## src/rtl/fetch_unit.sv

```systemverilog
// Instruction-fetch stage: drives the I-memory request and next PC, and owns the IF/ID latch.
// Defining FETCH_PERF_EN adds fetch_miss_cnt_o, a saturating count of I-memory miss cycles.
module fetch_unit #(
  parameter int unsigned PC_STEP   = 4,
  parameter logic [31:0] NOP_INSTR = 32'h0000_0000
) (
  input  logic        CLK,
  input  logic        nRST,
  input  logic [31:0] pc_i,
  output logic [31:0] next_pc_o,
  output logic        pc_en_o,
  output logic        imem_ren_o,
  output logic [31:0] imem_addr_o,
  input  logic        ihit_i,
  input  logic [31:0] imem_load_i,
  input  logic        redirect_i,
  input  logic [31:0] redirect_pc_i,
  input  logic        id_stall_i,
  input  logic        halt_i,
  output logic        ifid_valid_o,
  output logic [31:0] ifid_instr_o,
  output logic [31:0] ifid_pc_o,
`ifdef FETCH_PERF_EN
  output logic [31:0] ifid_npc_o,
  output logic [31:0] fetch_miss_cnt_o
`else
  output logic [31:0] ifid_npc_o
`endif
);

  localparam logic [1:0] RUN        = 2'd0;
  localparam logic [1:0] REDIR_PEND = 2'd1;
  localparam logic [1:0] HALTED     = 2'd2;

  logic [1:0]  state_q, state_d;
  logic [31:0] pend_pc_q, pend_pc_d;
  logic        valid_q, valid_d;
  logic [31:0] instr_q, instr_d;
  logic [31:0] pc_q, pc_d;
  logic [31:0] npc_q, npc_d;
  logic [31:0] seq_pc;

  assign seq_pc      = pc_i + 32'(PC_STEP);
  assign imem_addr_o = pc_i;
  assign imem_ren_o  = (state_q != HALTED);

  always_comb begin
    state_d   = state_q;
    pend_pc_d = pend_pc_q;
    pc_en_o   = 1'b0;
    next_pc_o = pc_i;
    valid_d   = 1'b0;
    instr_d   = NOP_INSTR;
    pc_d      = 32'h0;
    npc_d     = 32'h0;

    case (state_q)
      RUN: begin
        if (halt_i) begin
          state_d = HALTED;
        end else if (redirect_i) begin
          if (ihit_i) begin
            pc_en_o   = 1'b1;
            next_pc_o = redirect_pc_i;
          end else begin
            pend_pc_d = redirect_pc_i;
            state_d   = REDIR_PEND;
          end
        end else if (id_stall_i) begin
          valid_d = valid_q;
          instr_d = instr_q;
          pc_d    = pc_q;
          npc_d   = npc_q;
        end else if (ihit_i) begin
          pc_en_o   = 1'b1;
          next_pc_o = seq_pc;
          valid_d   = 1'b1;
          instr_d   = imem_load_i;
          pc_d      = pc_i;
          npc_d     = seq_pc;
        end
      end
      REDIR_PEND: begin
        // IF/ID is a bubble here, so a decode stall has nothing to hold.
        if (halt_i) begin
          state_d = HALTED;
        end else begin
          if (redirect_i) pend_pc_d = redirect_pc_i;
          if (ihit_i) begin
            pc_en_o   = 1'b1;
            next_pc_o = redirect_i ? redirect_pc_i : pend_pc_q;
            state_d   = RUN;
          end
        end
      end
      HALTED: begin
        state_d = HALTED;
      end
      default: begin
        state_d = RUN;
      end
    endcase
  end

  always_ff @(posedge CLK or negedge nRST) begin
    if (!nRST) begin
      state_q   <= RUN;
      pend_pc_q <= 32'h0;
      valid_q   <= 1'b0;
      instr_q   <= NOP_INSTR;
      pc_q      <= 32'h0;
      npc_q     <= 32'h0;
    end else begin
      state_q   <= state_d;
      pend_pc_q <= pend_pc_d;
      valid_q   <= valid_d;
      instr_q   <= instr_d;
      pc_q      <= pc_d;
      npc_q     <= npc_d;
    end
  end

  assign ifid_valid_o = valid_q;
  assign ifid_instr_o = instr_q;
  assign ifid_pc_o    = pc_q;
  assign ifid_npc_o   = npc_q;

`ifdef FETCH_PERF_EN
  logic [31:0] miss_cnt_q;

  always_ff @(posedge CLK or negedge nRST) begin
    if (!nRST) begin
      miss_cnt_q <= 32'h0;
    end else if (imem_ren_o && !ihit_i && (miss_cnt_q != 32'hFFFF_FFFF)) begin
      miss_cnt_q <= miss_cnt_q + 32'd1;
    end
  end

  assign fetch_miss_cnt_o = miss_cnt_q;
`endif

endmodule

```

## config.mk

```make
export PLATFORM = sky130hd
export DESIGN_NAME = fetch_unit
export DESIGN_NICKNAME = d
export VERILOG_FILES = /design/src/rtl/fetch_unit.sv
export SDC_FILE = /design/constraint.sdc
export NUM_CORES = 1
export LEC_CHECK = 0
export BUFFER_PORTS_ARGS = -buffer_cell sky130_fd_sc_hd__clkbuf_2
export CORE_MARGIN = 3
export CORE_UTILIZATION = 47
export CTS_CLUSTER_DIAMETER = 30
export DETAILED_ROUTE_END_ITERATION = 10
export GPL_TIMING_DRIVEN = 0
export PLACE_DENSITY_LB_ADDON = 0.3
export SLEW_MARGIN = 30
export SYNTH_ARGS = -nofsm -noshare
export SYNTH_HDL_FRONTEND = slang
export SYNTH_SLANG_ARGS = --single-unit
```

## constraint.sdc

```tcl
create_clock -name CLK -period 7.2 [get_ports CLK]
set_clock_uncertainty 0.05 [all_clocks]
set_input_delay 1.44 -clock CLK [delete_from_list [all_inputs] [get_ports CLK]]
set_output_delay 1.44 -clock CLK [all_outputs]
set_load 0.05 [all_outputs]
```

## Word level (Yosys, flattened, before mapping)

Cells that the tools add are included.
W data, S select, Z words.

| storage, ports and cells | value |
|---|---|
| bits in registers | 131 |
| latch bits | 0 |
| bits in writable memories | 0 |
| memory bits (read-only) | 0 |
| input bits | 102 |
| output and inout bits | 163 |
| logic and storage cells | 67 |
| memories kept | 0 |

| cells by class | value |
|---|---|
| $add $sub $neg | 1 |
| multipliers | 0 |
| divide/modulo/power cells | 0 |
| $lt $le $gt $ge | 0 |
| equal/unequal tests | 11 |
| shifts and indexed selects | 0 |
| mux-type cells | 45 |
| bitwise gates (word level) | 0 |
| reduce and logical (&&, ||, !) cells | 4 |

Operator list:

| cell | number |
|---|---|
| $mux W32 | 27 |
| $pmux W32 S2 | 2 |
| $add A32 B3 Y32 const B | 1 |
| $mux W2 | 5 |
| $ne A2 B2 Y1 const B | 5 |
| $mux W1 | 9 |
| $ne A3 B3 Y1 const B | 3 |
| $pmux W2 S3 | 1 |
| $reduce_and A5 Y1 | 1 |
| $ne A4 B4 Y1 const B | 1 |
| $reduce_and A3 Y1 | 1 |
| $eq A2 B1 Y1 const B | 1 |
| $eq A2 B2 Y1 const B | 1 |
| $logic_not A2 Y1 | 1 |
| $pmux W1 S2 | 1 |
| $reduce_bool A2 Y1 | 1 |

## Longest topological paths before layout

Gate-level depths: netlist (run 1).

| depth | value |
|---|---|
| depth in word-level cells | 6 |
| gate-level depth with buffers | 8 |
| gate-level depth less buffers | 6 |

## Least setup slack after synthesis (run 1)

OpenSTA, ideal clock, no wires.

| path | value |
|---|---|
| kind | input -> output |
| from | input port pc_i[2] |
| to | output port next_pc_o[26] |
| arrival time | 4.371 ns |
| data required time | 5.710 ns |
| path slack | 1.339 ns |
| stages | 8 |
| buffers on the path | 2 |
| path through | ha_1 and4_1 clkbuf_1 and3_1 clkbuf_1 nand4_1 nor3b_1 o41ai_1 |

| between the ends | value |
|---|---|
| word-level cells in the longest chain between the ends | 6 |

Ends and longest elaborated chain:

| what | line | RTL |
|---|---|---|
| start, declared | 9 | `input logic [31:0] pc_i,` |
| $add A32 B3 Y32 | 43 | `assign seq_pc = pc_i + 32'(PC_STEP);` |
| $mux W32 | 74 | `end else if (ihit_i) begin` |
| $mux W32 | 69 | `end else if (id_stall_i) begin` |
| $mux W32 | 61 | `end else if (redirect_i) begin` |
| $mux W32 | 59 | `if (halt_i) begin` |
| $pmux W32 S2 | 57 | `case (state_q)` |
| end, declared | 10 | `output logic [31:0] next_pc_o,` |

No other way between the ends.

## Worst setup path in the final report (run 1)

| path | value |
|---|---|
| from | input port pc_i[2] |
| to | output port next_pc_o[24] |

Same word-level chain as after synthesis.

==> metrics, run 1 <==
Placer Congestion 0.959; first-pass GRT wire length 37,800 um; worst flop-to-flop path startpoint state_q[1]$_DFFE_PN0P_; Top Ports 265; unique cell type count in the Yosys netlist 58; die width 131 um; Synth Flop Type dfrtp_1; Yosys top cell area share 0.440; total wire length 25,100 um; min Tclk post-route 5.70 ns; final antenna diode count 0; critical path peak fanout 8; FF-to-FF End ifid_pc_o[25]$_DFFE_PN0P_; via count 7,298; largest net degree at the start of global routing 66; critical path capture point type output pin; Synth Area per Inst 9.49 um^2; Yosys reg bits 129; R2R Setup Slk 4.38 ns; M1 WL 10,800 um; slack of the critical path 1.50 ns; combinational power share 0.308; Tightest Pin Transition 0.927 ns; Multi-input gate area 3540 um^2; max_cap viols 0; # nets final 1,148; clock sinks 129; H-tree lvl count 4; r2r worst-path depth 6; Final Non-Filler Cells 1,244; die area 17,100 um^2; sequential area share after synthesis 0.440; placed insts 1,212; pre-CTS setup slack 1.66 ns; Area Overhead vs Synth 29.7%; Hold Vio Cnt, Final 0; drc violations 0; Arr. time, crit path 4.21 ns; Top Layer Used met4; P_leak 4.68 nW; Peak VDD IR 0.176 mV; slowest cell on the critical path xnor2_1; CTS max path bufs 2; Post-CTS Setup Inserts 0; Die Y-Extent 131 um; WL met3 2220 um; hold crit path type reg -> reg; final slew viol count 0; most frequent cell after synthesis dfrtp_1; internal power 1.68 mW; Worst Setup Start Kind primary input; clock slew at reported path FFs 0.06 ns; WL met2 11,400 um; vias in the first global route 6,680; synth warn 0; Fmax 175 MHz; DR iter-0 viols 804; share of cells above drive strength 1 0.346; Reg power frac 0.334; mapped cell area 7330 um^2; fin crit share 0.792; root buf cell clkbuf_16; crit-path cells clkbuf_2 -> ha_1 -> and4_1 -> clkbuf_1 -> and3_1 -> clkbuf_1 -> nand2_1 -> xnor2_1 -> a2bb2oi_1 -> clkbuf_2; Final ANT Viol Nets 0; final setup violation count 0; CP Launch Point pc_i[2]; core box area 15,200 um^2; Initial Utilization 0.482; Syn Nets 877; sw frac 0.360; Core Util, Final 0.625; buffers and inverters on the worst path 4; Rows 45; Yosys top cell by area dfrtp_1; Cells after Synth 772; fraction of registers with async set/reset 1.00; RSZ-0062 raised after global routing false; critical path's top delay family buffers and inverters; final setup TNS 0 ns; Commonest cells post-synth 129 x dfrtp_1, 83 x nand2_1, 75 x o21ai_0, 58 x a22o_1, 56 x clkbuf_1; Detail Placement HPWL 19,500 um; Switch Pwr 0.942 mW; number of synthesized flops with an enable pin 0; Critical Path RT 5.71 ns; sequential cell area 3230 um^2; Synth area leaders dfrtp_1 44%, a22o_1 6.9%, mux2_2 5.5%, o21ai_0 5.1%, nand2_1 4.3%; Tot GR Track Use 0.288; Post-CTS Resized 0; critical path type in -> out; per-cell routed wire length 20.2 um; initial antenna violation count 0; vias per cell 5.87; Layout fillers 1,351; Post-CTS Hold Buffers 0; number of I/O port buffers 251; Power Density 275 nW/um^2; crit path capture next_pc_o[24]; hold_ws 0.420 ns; slowest stage delay, CP 0.45 ns; status completed; Pre-Repair DR Iteration Count 6; share of total power in the clock network 0.358; Worst slew margin 0.380; Congestion Overflow GR 0; CTS tree done; Levels on crit path 10; CTS buffer count 17; Skew-Pair Late Insertion Delay 0.43 ns
[cell families (layout without fill, tap and decap cells)]
kind of cell / after synthesis / count (layout) / synth area share
AOI/OAI and AO/OA: 228 / 228 / 0.215
xor gates and xnor gates: 22 / 22 / 0.0263
adders and majority gates: 3 / 3 / 0.00512
buffers and inverters: 115 / 399 / 0.0770
DFF: 129 / 129 / 0.440
muxes: 61 / 61 / 0.0895
and+or+nand+nor: 214 / 214 / 0.147
[tightest hold or removal path: stages (launching register included)]
cell and delay (ns):
dfrtp_1 0.34, nand2_1 0.05, nand2_1 0.05
[power groups by stage]
stage,Combinational [mW],Clock [mW],Sequential (mW)
after CTS,0.798,0.942,0.873
after detailed placement,0.795,0,0.886
after floorplan,0.546,0,0.906
after global routing,0.859,0.969,0.883
final,0.806,0.937,0.875
after global placement,0.784,0,0.879
[worst min-delay path by stage]
stage | start | cells past startpoint | endpoint | slack, ns
finish | ifid_npc_o[17]$_DFFE_PN0P_ | 2 | ifid_npc_o[17]$_DFFE_PN0P_ | 0.42
global route | ifid_pc_o[30]$_DFFE_PN0P_ | 2 | ifid_pc_o[30]$_DFFE_PN0P_ | 0.44
CTS | ifid_npc_o[17]$_DFFE_PN0P_ | 2 | ifid_npc_o[17]$_DFFE_PN0P_ | 0.43
detailed placement | ifid_npc_o[17]$_DFFE_PN0P_ | 2 | ifid_npc_o[17]$_DFFE_PN0P_ | 0.41
global placement | ifid_pc_o[30]$_DFFE_PN0P_ | 2 | ifid_pc_o[30]$_DFFE_PN0P_ | 0.40
floorplan | pend_pc_q[14]$_DFFE_PN0P_ | 1 | pend_pc_q[14]$_DFFE_PN0P_ | 0.43
[final cells by class]
cell class | instances | share of cell area
clock buffer | 20 | 0.0481
timing repair buffer | 252 | 0.136
clock inverter | 12 | 0.0190
tap | 188 | 0.0248
multi-input combinational | 528 | 0.373
buffer | 100 | 0.0535
inverter | 15 | 0.00593
sequential | 129 | 0.340
[metrics by stage]
| step | power, mW | area, um^2 |
|---|---|---|
| 6_report | 2.62 | 9500 |
| 5_1_grt | 2.71 | 9500 |
| 4_1_cts | 2.61 | 9490 |
| 3_5_place_dp | 1.68 | 8860 |
| 3_3_place_gp | 1.66 | 8820 |
| 2_1_floorplan | 1.45 | 7330 |
[cells in the final DEF, fill, tap and decap left out, drive strengths merged, types with 8 or more instances in the layout]
cell type and instances:
a21oi 20, a22o 58, a22oi 8, a31oi 9, buf 44, clkbuf 328
dfrtp 129, inv 17, mux2 36, mux2i 25, nand2 83, nand3 17
nor2 36, nor3 18, nor4 9, o21ai 75, o221ai 13, o22ai 10
xnor2 11, xor2 11
[state kept, by name, indices dropped and copies added (netlist names)]
register	count
ifid_instr_o	32
ifid_npc_o	30
ifid_pc_o	32
ifid_valid_o	1
pend_pc_q	32
state_q	2
[per-layer routing]
metal	GRT usage	up-vias
li1	-	3348
met1	0.406	3474
met2	0.448	425
met3	0.0557	51
met4	0.0962	0
met5	0	-
Power figures use the tool's default switching activity.
==> run 2: changes to the inputs <==
--- a/config.mk
+++ b/config.mk
@@ -7,7 +7,7 @@
 export LEC_CHECK = 0
 export BUFFER_PORTS_ARGS = -buffer_cell sky130_fd_sc_hd__clkbuf_2
 export CORE_MARGIN = 3
-export CORE_UTILIZATION = 47
+export CORE_UTILIZATION = 46
 export CTS_CLUSTER_DIAMETER = 30
 export DETAILED_ROUTE_END_ITERATION = 10
 export GPL_TIMING_DRIVEN = 0
==> constraint.sdc (replaced) <==
create_clock -name CLK -period 5.2 [get_ports CLK]
set_clock_uncertainty 0.05 [all_clocks]
set_input_delay 1.04 -clock CLK [delete_from_list [all_inputs] [get_ports CLK]]
set_output_delay 1.04 -clock CLK [all_outputs]
set_load 0.05 [all_outputs]
==> run 2 against run 1 <==
  * Combinational power is 38% higher
  * Sequential power is 38% higher
  * Global-route usage is 0.28 points lower
  * First-iteration DRC count is 4.1% lower
  * Via count is 0.64% lower
  * Register-to-register slack worse by 2.0 ns
  * Critical endpoint unchanged
==> metrics, run 2 (synthesized netlist as in run 1, its figures left out) <==
status completed; share of cells above drive strength 1 0.347; Peak VDD IR 0.278 mV; per-cell routed wire length 19.8 um; Layout fillers 1,380; root buf cell clkbuf_16; Congestion Overflow GR 0; max_cap viols 0; commonest non-fill, non-tap cells in the layout 251 x clkbuf_2, 129 x dfrtp_1, 83 x nand2_1; Post-CTS Resized 0; Core Util, Final 0.617; vias in the first global route 6,924; r2r worst-path depth 7; # nets final 1,148; Die Y-Extent 132 um; Worst slew margin 0.323; largest net degree at the start of global routing 80; internal power 2.20 mW; Hold Vio Cnt, Final 0; Reg power frac 0.345; final slew viol count 0; initial antenna violation count 0; Area Overhead vs Synth 29.3%; clock slew at reported path FFs 0.06 ns; Levels on crit path 10; commonest non-fill, non-tap cell in the layout clkbuf_2; CTS buffer count 17; min Tclk post-route 4.79 ns; via count 7,251; Post-CTS Setup Inserts 0; slack of the critical path 0.413 ns; Skew-Pair Late Insertion Delay 0.42 ns; RSZ-0062 raised after global routing false; total wire length 25,100 um; final setup TNS 0 ns; Final ANT Viol Nets 0; drc violations 0; Fmax 209 MHz; Switch Pwr 1.31 mW; R2R Setup Slk 2.42 ns; Detail Placement HPWL 19,600 um; core box area 15,400 um^2; DP Area 8880 um^2; die area 17,500 um^2; die width 132 um; combinational power share 0.316; critical path type in -> out; first-pass GRT wire length 39,500 um; share of total power in the clock network 0.339; Rows 45; Worst Setup Start Kind primary input; buffers and inverters on the worst path 4; hold path depth 2; Tightest Pin Transition 1.01 ns; slowest cell on the critical path xnor2_1; clock sinks 129; Final Power 3.51 mW; sw frac 0.373; Post-CTS Hold Buffers 0; pre-CTS setup slack 0.460 ns; fin crit share 0.921; Pre-Repair DR Iteration Count 8; number of I/O port buffers 251; H-tree lvl count 4; Initial Utilization 0.477; Placer Congestion 0.919; CTS max path bufs 2; slowest stage delay, CP 0.43 ns; Final Cell Area 9480 um^2; final antenna diode count 0; Top Ports 265; critical path peak fanout 8; Power Density 370 nW/um^2; final setup violation count 0; P_leak 4.66 nW; DR iter-0 viols 771; critical path's top delay family buffers and inverters; CTS tree done; Arr. time, crit path 3.70 ns; hold crit path type reg -> reg; Critical Path RT 4.11 ns; vias per cell 5.72; Tot GR Track Use 0.285; crit-path cells clkbuf_2 -> ha_1 -> and4_1 -> clkbuf_1 -> and3_1 -> clkbuf_1 -> nand2_1 -> xnor2_1 -> a2bb2oi_1 -> clkbuf_2; critical path capture point type output pin
[run 2: final cells by class]
type                    count  area (um^2)  area share
well taps                 211          264      0.0279
multi-input cells         528         3540       0.374
repair buffers            252         1290       0.136
clock buffers              17          425      0.0449
flip-flops and latches    129         3230       0.341
inverters                  15         56.3     0.00594
clock inverters            15          160      0.0169
plain buffers             100          508      0.0536
[run 2: path summary, 6_finish.rpt]
check,from,end
max,pc_i[2],next_pc_o[24]
min in group asynchronous,nRST,ifid_instr_o[6]$_DFFE_PN0P_
min reg2reg,ifid_npc_o[28]$_DFFE_PN0P_,ifid_npc_o[28]$_DFFE_PN0P_
min,ifid_npc_o[28]$_DFFE_PN0P_,ifid_npc_o[28]$_DFFE_PN0P_
max in group asynchronous,nRST,pend_pc_q[2]$_DFFE_PN0P_
max reg2reg,state_q[0]$_DFFE_PN0P_,ifid_pc_o[31]$_DFFE_PN0P_
[run 2: power by group through the flow]
stage	sequential [mW]	clock (mW)	combinational (mW)
2_1_floorplan	1.25	0	0.756
3_3_place_gp	1.22	0	1.08
3_5_place_dp	1.23	0	1.10
4_1_cts	1.21	1.20	1.10
5_1_grt	1.22	1.24	1.18
6_report	1.21	1.19	1.11
[run 2: tightest hold or removal path, stage by stage, from the launching register on]
cell and delay (ns):
dfrtp_1 0.34, nand2_1 0.05, nand2_1 0.05
[run 2: layer usage]
metal  global-route usage  wire, um
met1                0.401     10800
met2                0.446     11500
met3               0.0622      2240
met4               0.0843       607
met5                    0         0
[run 2: stage by stage]
| step | std cells | hold slack (ns) |
|---|---|---|
| 2_1_floorplan | 772 | 0.425 |
| 3_3_place_gp | 1234 | 0.404 |
| 3_5_place_dp | 1235 | 0.409 |
| 4_1_cts | 1267 | 0.422 |
| 5_1_grt | 1267 | 0.462 |
| 6_report | 1267 | 0.417 |
